File: src/rtl/ir_frame_tx.sv
// ir_frame_tx: pulse-distance IR frame transmitter (leader, LSB-first payload, stop mark) on a modulated carrier.
// Optional even-parity bit after the MSB when IR_FRAME_TX_PARITY_EN is defined.
module ir_frame_tx #(
  parameter int DATA_W      = 11,
  parameter int UNIT_CYCLES = 56250,
  parameter int CARRIER_DIV = 2632,
  parameter int LEAD_MARK   = 16,
  parameter int LEAD_SPACE  = 8
) (
  input  logic              clk,
  input  logic              rst,
  input  logic              start,
  input  logic [DATA_W-1:0] data,
  output logic              busy,
  output logic              done,
  output logic              emitter
);
`ifdef IR_FRAME_TX_PARITY_EN
  localparam int NB = DATA_W + 1;
`else
  localparam int NB = DATA_W;
`endif
  localparam int LMAX = LEAD_MARK > LEAD_SPACE ? LEAD_MARK : LEAD_SPACE;
  localparam int MAXL = LMAX > 3 ? LMAX : 3;
  localparam int UW = $clog2(UNIT_CYCLES);
  localparam int CW = $clog2(CARRIER_DIV);
  localparam int LW = $clog2(MAXL);
  localparam int BW = $clog2(NB + 1);

  typedef enum logic [2:0] {IDLE, LEAD_M, LEAD_S, BIT_M, BIT_S, STOP_M, DONE} state_t;

  state_t          state_q, state_d;
  logic [UW-1:0]   unit_cnt_q, unit_cnt_d;
  logic [LW-1:0]   len_cnt_q, len_cnt_d, len_m1;
  logic [CW-1:0]   carr_q, carr_d;
  logic [BW-1:0]   bit_cnt_q, bit_cnt_d;
  logic [NB-1:0]   sreg_q, sreg_d, sreg_load;
  logic            busy_q, busy_d, done_q, done_d, emitter_q, emitter_d;
  logic            unit_last, st_end, accept, mark_d, bit_end;

  assign busy    = busy_q;
  assign done    = done_q;
  assign emitter = emitter_q;

`ifdef IR_FRAME_TX_PARITY_EN
  assign sreg_load = {^data, data};
`else
  assign sreg_load = data;
`endif

  assign unit_last = unit_cnt_q == UW'(UNIT_CYCLES - 1);
  assign st_end    = unit_last && len_cnt_q == len_m1;
  assign accept    = start && (state_q == IDLE || state_q == DONE);
  assign bit_end   = state_q == BIT_S && st_end;
  assign mark_d    = state_d inside {LEAD_M, BIT_M, STOP_M};

  // State register and all datapath flops
  always_ff @(posedge clk) begin
    if (rst) begin
      state_q    <= IDLE;
      unit_cnt_q <= '0;
      len_cnt_q  <= '0;
      carr_q     <= '0;
      bit_cnt_q  <= '0;
      sreg_q     <= '0;
      busy_q     <= 1'b0;
      done_q     <= 1'b0;
      emitter_q  <= 1'b0;
    end else begin
      state_q    <= state_d;
      unit_cnt_q <= unit_cnt_d;
      len_cnt_q  <= len_cnt_d;
      carr_q     <= carr_d;
      bit_cnt_q  <= bit_cnt_d;
      sreg_q     <= sreg_d;
      busy_q     <= busy_d;
      done_q     <= done_d;
      emitter_q  <= emitter_d;
    end
  end

  // Next state: each timed state ends on the last cycle of its last unit
  always_comb begin
    state_d = state_q;
    case (state_q)
      IDLE:    state_d = start ? LEAD_M : IDLE;
      LEAD_M:  state_d = st_end ? LEAD_S : LEAD_M;
      LEAD_S:  state_d = st_end ? BIT_M : LEAD_S;
      BIT_M:   state_d = st_end ? BIT_S : BIT_M;
      BIT_S:   state_d = st_end ? (bit_cnt_q == BW'(NB - 1) ? STOP_M : BIT_M) : BIT_S;
      STOP_M:  state_d = st_end ? DONE : STOP_M;
      DONE:    state_d = start ? LEAD_M : IDLE;
      default: state_d = IDLE;
    endcase
  end

  // Counters and shift register; unit length of the current state (minus one)
  always_comb begin
    len_m1     = state_q == LEAD_M ? LW'(LEAD_MARK - 1) :
                 state_q == LEAD_S ? LW'(LEAD_SPACE - 1) :
                 (state_q == BIT_S && sreg_q[0]) ? LW'(2) : '0;
    unit_cnt_d = (busy_q && !unit_last) ? unit_cnt_q + 1'b1 : '0;
    len_cnt_d  = state_d != state_q ? '0 : unit_last ? len_cnt_q + 1'b1 : len_cnt_q;
    carr_d     = (mark_d && state_d == state_q && carr_q != CW'(CARRIER_DIV - 1)) ? carr_q + 1'b1 : '0;
    bit_cnt_d  = accept ? '0 : bit_end ? bit_cnt_q + 1'b1 : bit_cnt_q;
    sreg_d     = accept ? sreg_load : bit_end ? sreg_q >> 1 : sreg_q;
  end

  // Registered outputs derived from the upcoming state
  always_comb begin
    busy_d    = state_d inside {LEAD_M, LEAD_S, BIT_M, BIT_S, STOP_M};
    done_d    = state_d == DONE;
    emitter_d = mark_d && carr_d < CW'(CARRIER_DIV / 2);
  end
endmodule

File: config.mk
export PLATFORM = sky130hd
export DESIGN_NAME = ir_frame_tx
export DESIGN_NICKNAME = d
export VERILOG_FILES = /design/src/rtl/ir_frame_tx.sv
export SDC_FILE = /design/constraint.sdc
export NUM_CORES = 1
export LEC_CHECK = 0
export ABC_AREA = 1
export CORE_ASPECT_RATIO = 1.2
export CORE_MARGIN = 2
export CORE_UTILIZATION = 24
export DETAILED_ROUTE_END_ITERATION = 10
export GPL_TIMING_DRIVEN = 0
export PLACE_DENSITY_LB_ADDON = 0.25
export SLEW_MARGIN = 20
export SYNTH_ARGS = -nofsm -noshare
export SYNTH_HDL_FRONTEND = slang
export SYNTH_SLANG_ARGS = --single-unit
File: constraint.sdc
create_clock -name clk -period 1.9 [get_ports clk]
set_input_delay 0.38 -clock clk [delete_from_list [all_inputs] [get_ports clk]]
set_output_delay 0.38 -clock clk [all_outputs]
set_load 0.01 [all_outputs]
==> results.toml <==
[detailed_routing]
ant_nets = 0
drtPass1Iterations = 4
remaining_drc_errors = 0
vias = 2639
dr.max_layer_used = "met4"
drt_iter0_drc = 66
wl_met1_um = 2840
wire_per_inst_um = 10.9
wl_met3_um = 183
drt-vias-per-instance = 4.41
wl_met2_um = 3400
routed_wl_um = 6520

[timing]
period_share_pct = 111
slew_violations = 0
tightest_slew_ns = 0.577
final.min_clock_period_ns = 2.11
fin_skew_ns = 0.00806
hold_slack_ns = 0.439
finalHoldViolations = 0
timing.fmax_ghz = 0.474
fin_ws_ns = -0.209
rsz0062_at_grt = "yes"
max_slew_margin_pct = 61.2
finalSetupViolCount = 19

[worst_setup_path]
r2r_slack_ns = -0.21
arrival_ns = 2.29
cpMaxStageDelayCell = "dfxtp_4"
cp-end-kind = "flip-flop"
critical_path_class = "reg -> reg"
worst_ep_required_time_ns = 2.08
crit_top_cell = "nand2_4"
cpPeakStageDelay_ns = 0.40
path_delay_family = "simple AND/OR/NAND/NOR gates"
start_kind = "flip-flop"
path_depth = 15
path_buf_inv = 3
crit_chain = "inv_4, nand2_4, nand3_4, nand2_4, nand2_4, nor2_4, nand3_2, buf_6, o21ai_4, nand3_4, nand2_4, nor4_4, buf_4, nand2_8, nor2_2"
crit_path_max_fanout = 7
worstRegToRegCells = 15

[place]
dp_cells = 567
numPortBuffers = 15
gp_congestion = 0.807
post_dp_cell_area_sq_mm = 0.00313
dp_worst_setup_slack_ns = -0.347
dp_hpwl_um = 4400

[clock_tree]
cts_tree = "yes"
cts-root-buf = "clkbuf_16"
numClockSinks = 53
cts_max_level = 2
tritoncts.num_buffers = 5
clkTransAtPathRegs_ns = 0.07
clockBufferDepth = 2
clock_latency_ns = 0.30

[final_layout]
final_cells = 599
diodes = 0
fin_nets = 461
area_delta_synth_final_pct = 39.0
drive_above_1_share_pct = 32.1
postLayoutCellArea_sq_mm = 0.00386
n_fill_cell = 1251

[die]
die_area_sq_mm = 0.0125
rows = 43
start_util_pct = 24.4
core-area_sq_mm = 0.0114
die_w_um = 102
die_h_um = 122
pin_count = 17

[grt]
track_usage_pct = 10.5
grt.overflow.total = 0
grt_max_degree = 18
grt_pass1_vias = 2497
grt_first_pass_wirelength_um = 10700
antenna_found_initial = 0

[logic_synthesis]
avgSynthCellArea_sq_um = 7.04
yosysUniqueCellTypes = 36
syn_nets = 415
yosys_warnings = 0
synth_area_sq_mm = 0.00278
seq_area_frac_synth_pct = 38.2
syn_inst = 395
synth_seq_cells = 53

[hold_path]
hold_depth = 2
hold_class = "in -> reg"

[pwr]
p_leak_nw = 1.54
irDropWorstVdd_mv = 0.575
power_density_mw_per_mm2 = 642

[job]
drv_cap = 0

[status]
failed_checks = "negative setup slack"
status = "finished, violations left"
[cells in the final DEF (no fill, tap or decap), types with 2 or more instances in the layout]
| cell type | n |
|---|---|
| o21ai_0 | 10 |
| nand2_1 | 58 |
| nor3_1 | 4 |
| clkinvlp_4 | 2 |
| a22oi_2 | 2 |
| a21oi_1 | 17 |
| nand2_4 | 8 |
| clkbuf_16 | 5 |
| ha_1 | 5 |
| or2_2 | 2 |
| dfxtp_4 | 4 |
| buf_4 | 17 |
| nor3b_1 | 2 |
| nor3_2 | 3 |
| inv_4 | 3 |
| nor2_4 | 7 |
| nand3_2 | 15 |
| dfxtp_1 | 41 |
| nor4_1 | 3 |
| nor2_1 | 28 |
| nand4_1 | 10 |
| clkbuf_1 | 2 |
| and3_1 | 2 |
| nand2_2 | 14 |
| o21ai_1 | 7 |
| nand3_4 | 3 |
| nor4_2 | 2 |
| inv_1 | 57 |
| inv_2 | 5 |
| xor2_1 | 6 |
| o211ai_1 | 4 |
| a22oi_1 | 2 |
| dfxtp_2 | 8 |
| nor4_4 | 2 |
| clkbuf_2 | 2 |
| a31oi_1 | 4 |
| nor2_2 | 20 |
| buf_6 | 8 |
| clkdlybuf4s50_1 | 15 |
| nand3_1 | 18 |
[final cells by class]
class                           instances  area, sq um  share of cell area (%)
Buffer                                  7         45.0                    1.17
Timing Repair Buffer                   38          345                    8.94
Multi-Input combinational cell        269         1750                    45.3
Clock buffer                            5          125                    3.24
Tap cell                              157          196                    5.09
Sequential cell                        53         1090                    28.1
Clock inverter                          3         46.3                    1.20
Inverter                               67          270                    7.00
[per-stage QoR]
step,util [%],setup TNS (ns),power (mW)
after detailed placement,27.4,-7.16,1.37
after floorplan,-,0,1.30
final,33.9,-2.36,2.48
after global routing,33.9,-5.58,2.57
after global placement,27.4,-6.34,1.37
after CTS,30.9,-1.76,2.45
[routing by layer]
| metal | GRT usage [%] | vias to the layer above |
|---|---|---|
| met2 | 19.4 | 44 |
| met4 | 3.25 | 0 |
| met5 | 0 | - |
| met1 | 12.0 | 1208 |
| li1 | - | 1378 |
| met3 | 1.95 | 9 |
[power by group]
part	switching [mW]	internal [mW]	leakage, nW
registers	0.0184	1.13	0.437
logic	0.154	0.123	1.02
clock network	0.429	0.624	0.0800
[sequential cells by signal (all words and copies together) (netlist names)]
register    flops
emitter         1
done            1
len_cnt_q       4
busy            1
bit_cnt_q       4
carr_q         12
sreg_q         11
state_q         3
unit_cnt_q     16
[worst paths after layout]
| path | startpoint | end |
|---|---|---|
| hold / removal | rst | carr_q[8] |
| setup reg to reg | state_q[1] | carr_q[10] |
| hold reg to reg | bit_cnt_q[3] | bit_cnt_q[3] |
| setup / recovery | state_q[1] | carr_q[10] |
[kinds of logic after synthesis]
group / Yosys count / synth area share, %
buffers and inverters: 74 / 10.2
AOI/OAI and AO/OA: 52 / 10.7
DFF: 53 / 38.2
xor gates and xnor gates: 7 / 2.21
and+or+nand+nor: 203 / 36.1
adders and majority gates: 6 / 2.70
[cells in the mapped netlist]
cell	n	area [sq um]
nand2_1	71	267
inv_1	63	236
dfxtp_1	53	1060
nor2_1	42	158
nand3_1	31	155
o21ai_0	18	90.1
a21oi_1	17	85.1
nor2_2	12	75.1
nand4_1	10	62.6
nand2_2	7	43.8
nor3_1	7	35.0
ha_1	6	75.1
nor4_1	6	37.5
xor2_1	6	52.6
clkbuf_1	5	18.8
a22oi_1	4	30.0
a31oi_1	4	25.0
nand3_2	4	40.0
o211ai_1	4	30.0
inv_2	3	11.3
a211oi_1	2	15.0
and3_1	2	12.5
buf_2	2	10.0
nand2_4	2	22.5
nor3b_1	2	15.0
or2_2	2	12.5
a211o_1	1	8.76
a21o_1	1	7.51
inv_4	1	6.26
nand3_4	1	17.5
nand3b_1	1	7.51
nor2_4	1	11.3
nor4_4	1	21.3
o21ai_1	1	5.00
or4_2	1	8.76
xnor2_1	1	8.76
[what timing repair did]
action                     CTS  global route
hold buffers                 0             0
gates cloned                 1             1
pin swaps                   18            33
gates resized for setup     47            75
hold endpoints to repair     0             0
setup buffers               12            10
setup endpoints to repair   36            40
Power figures use the tool's default switching activity.
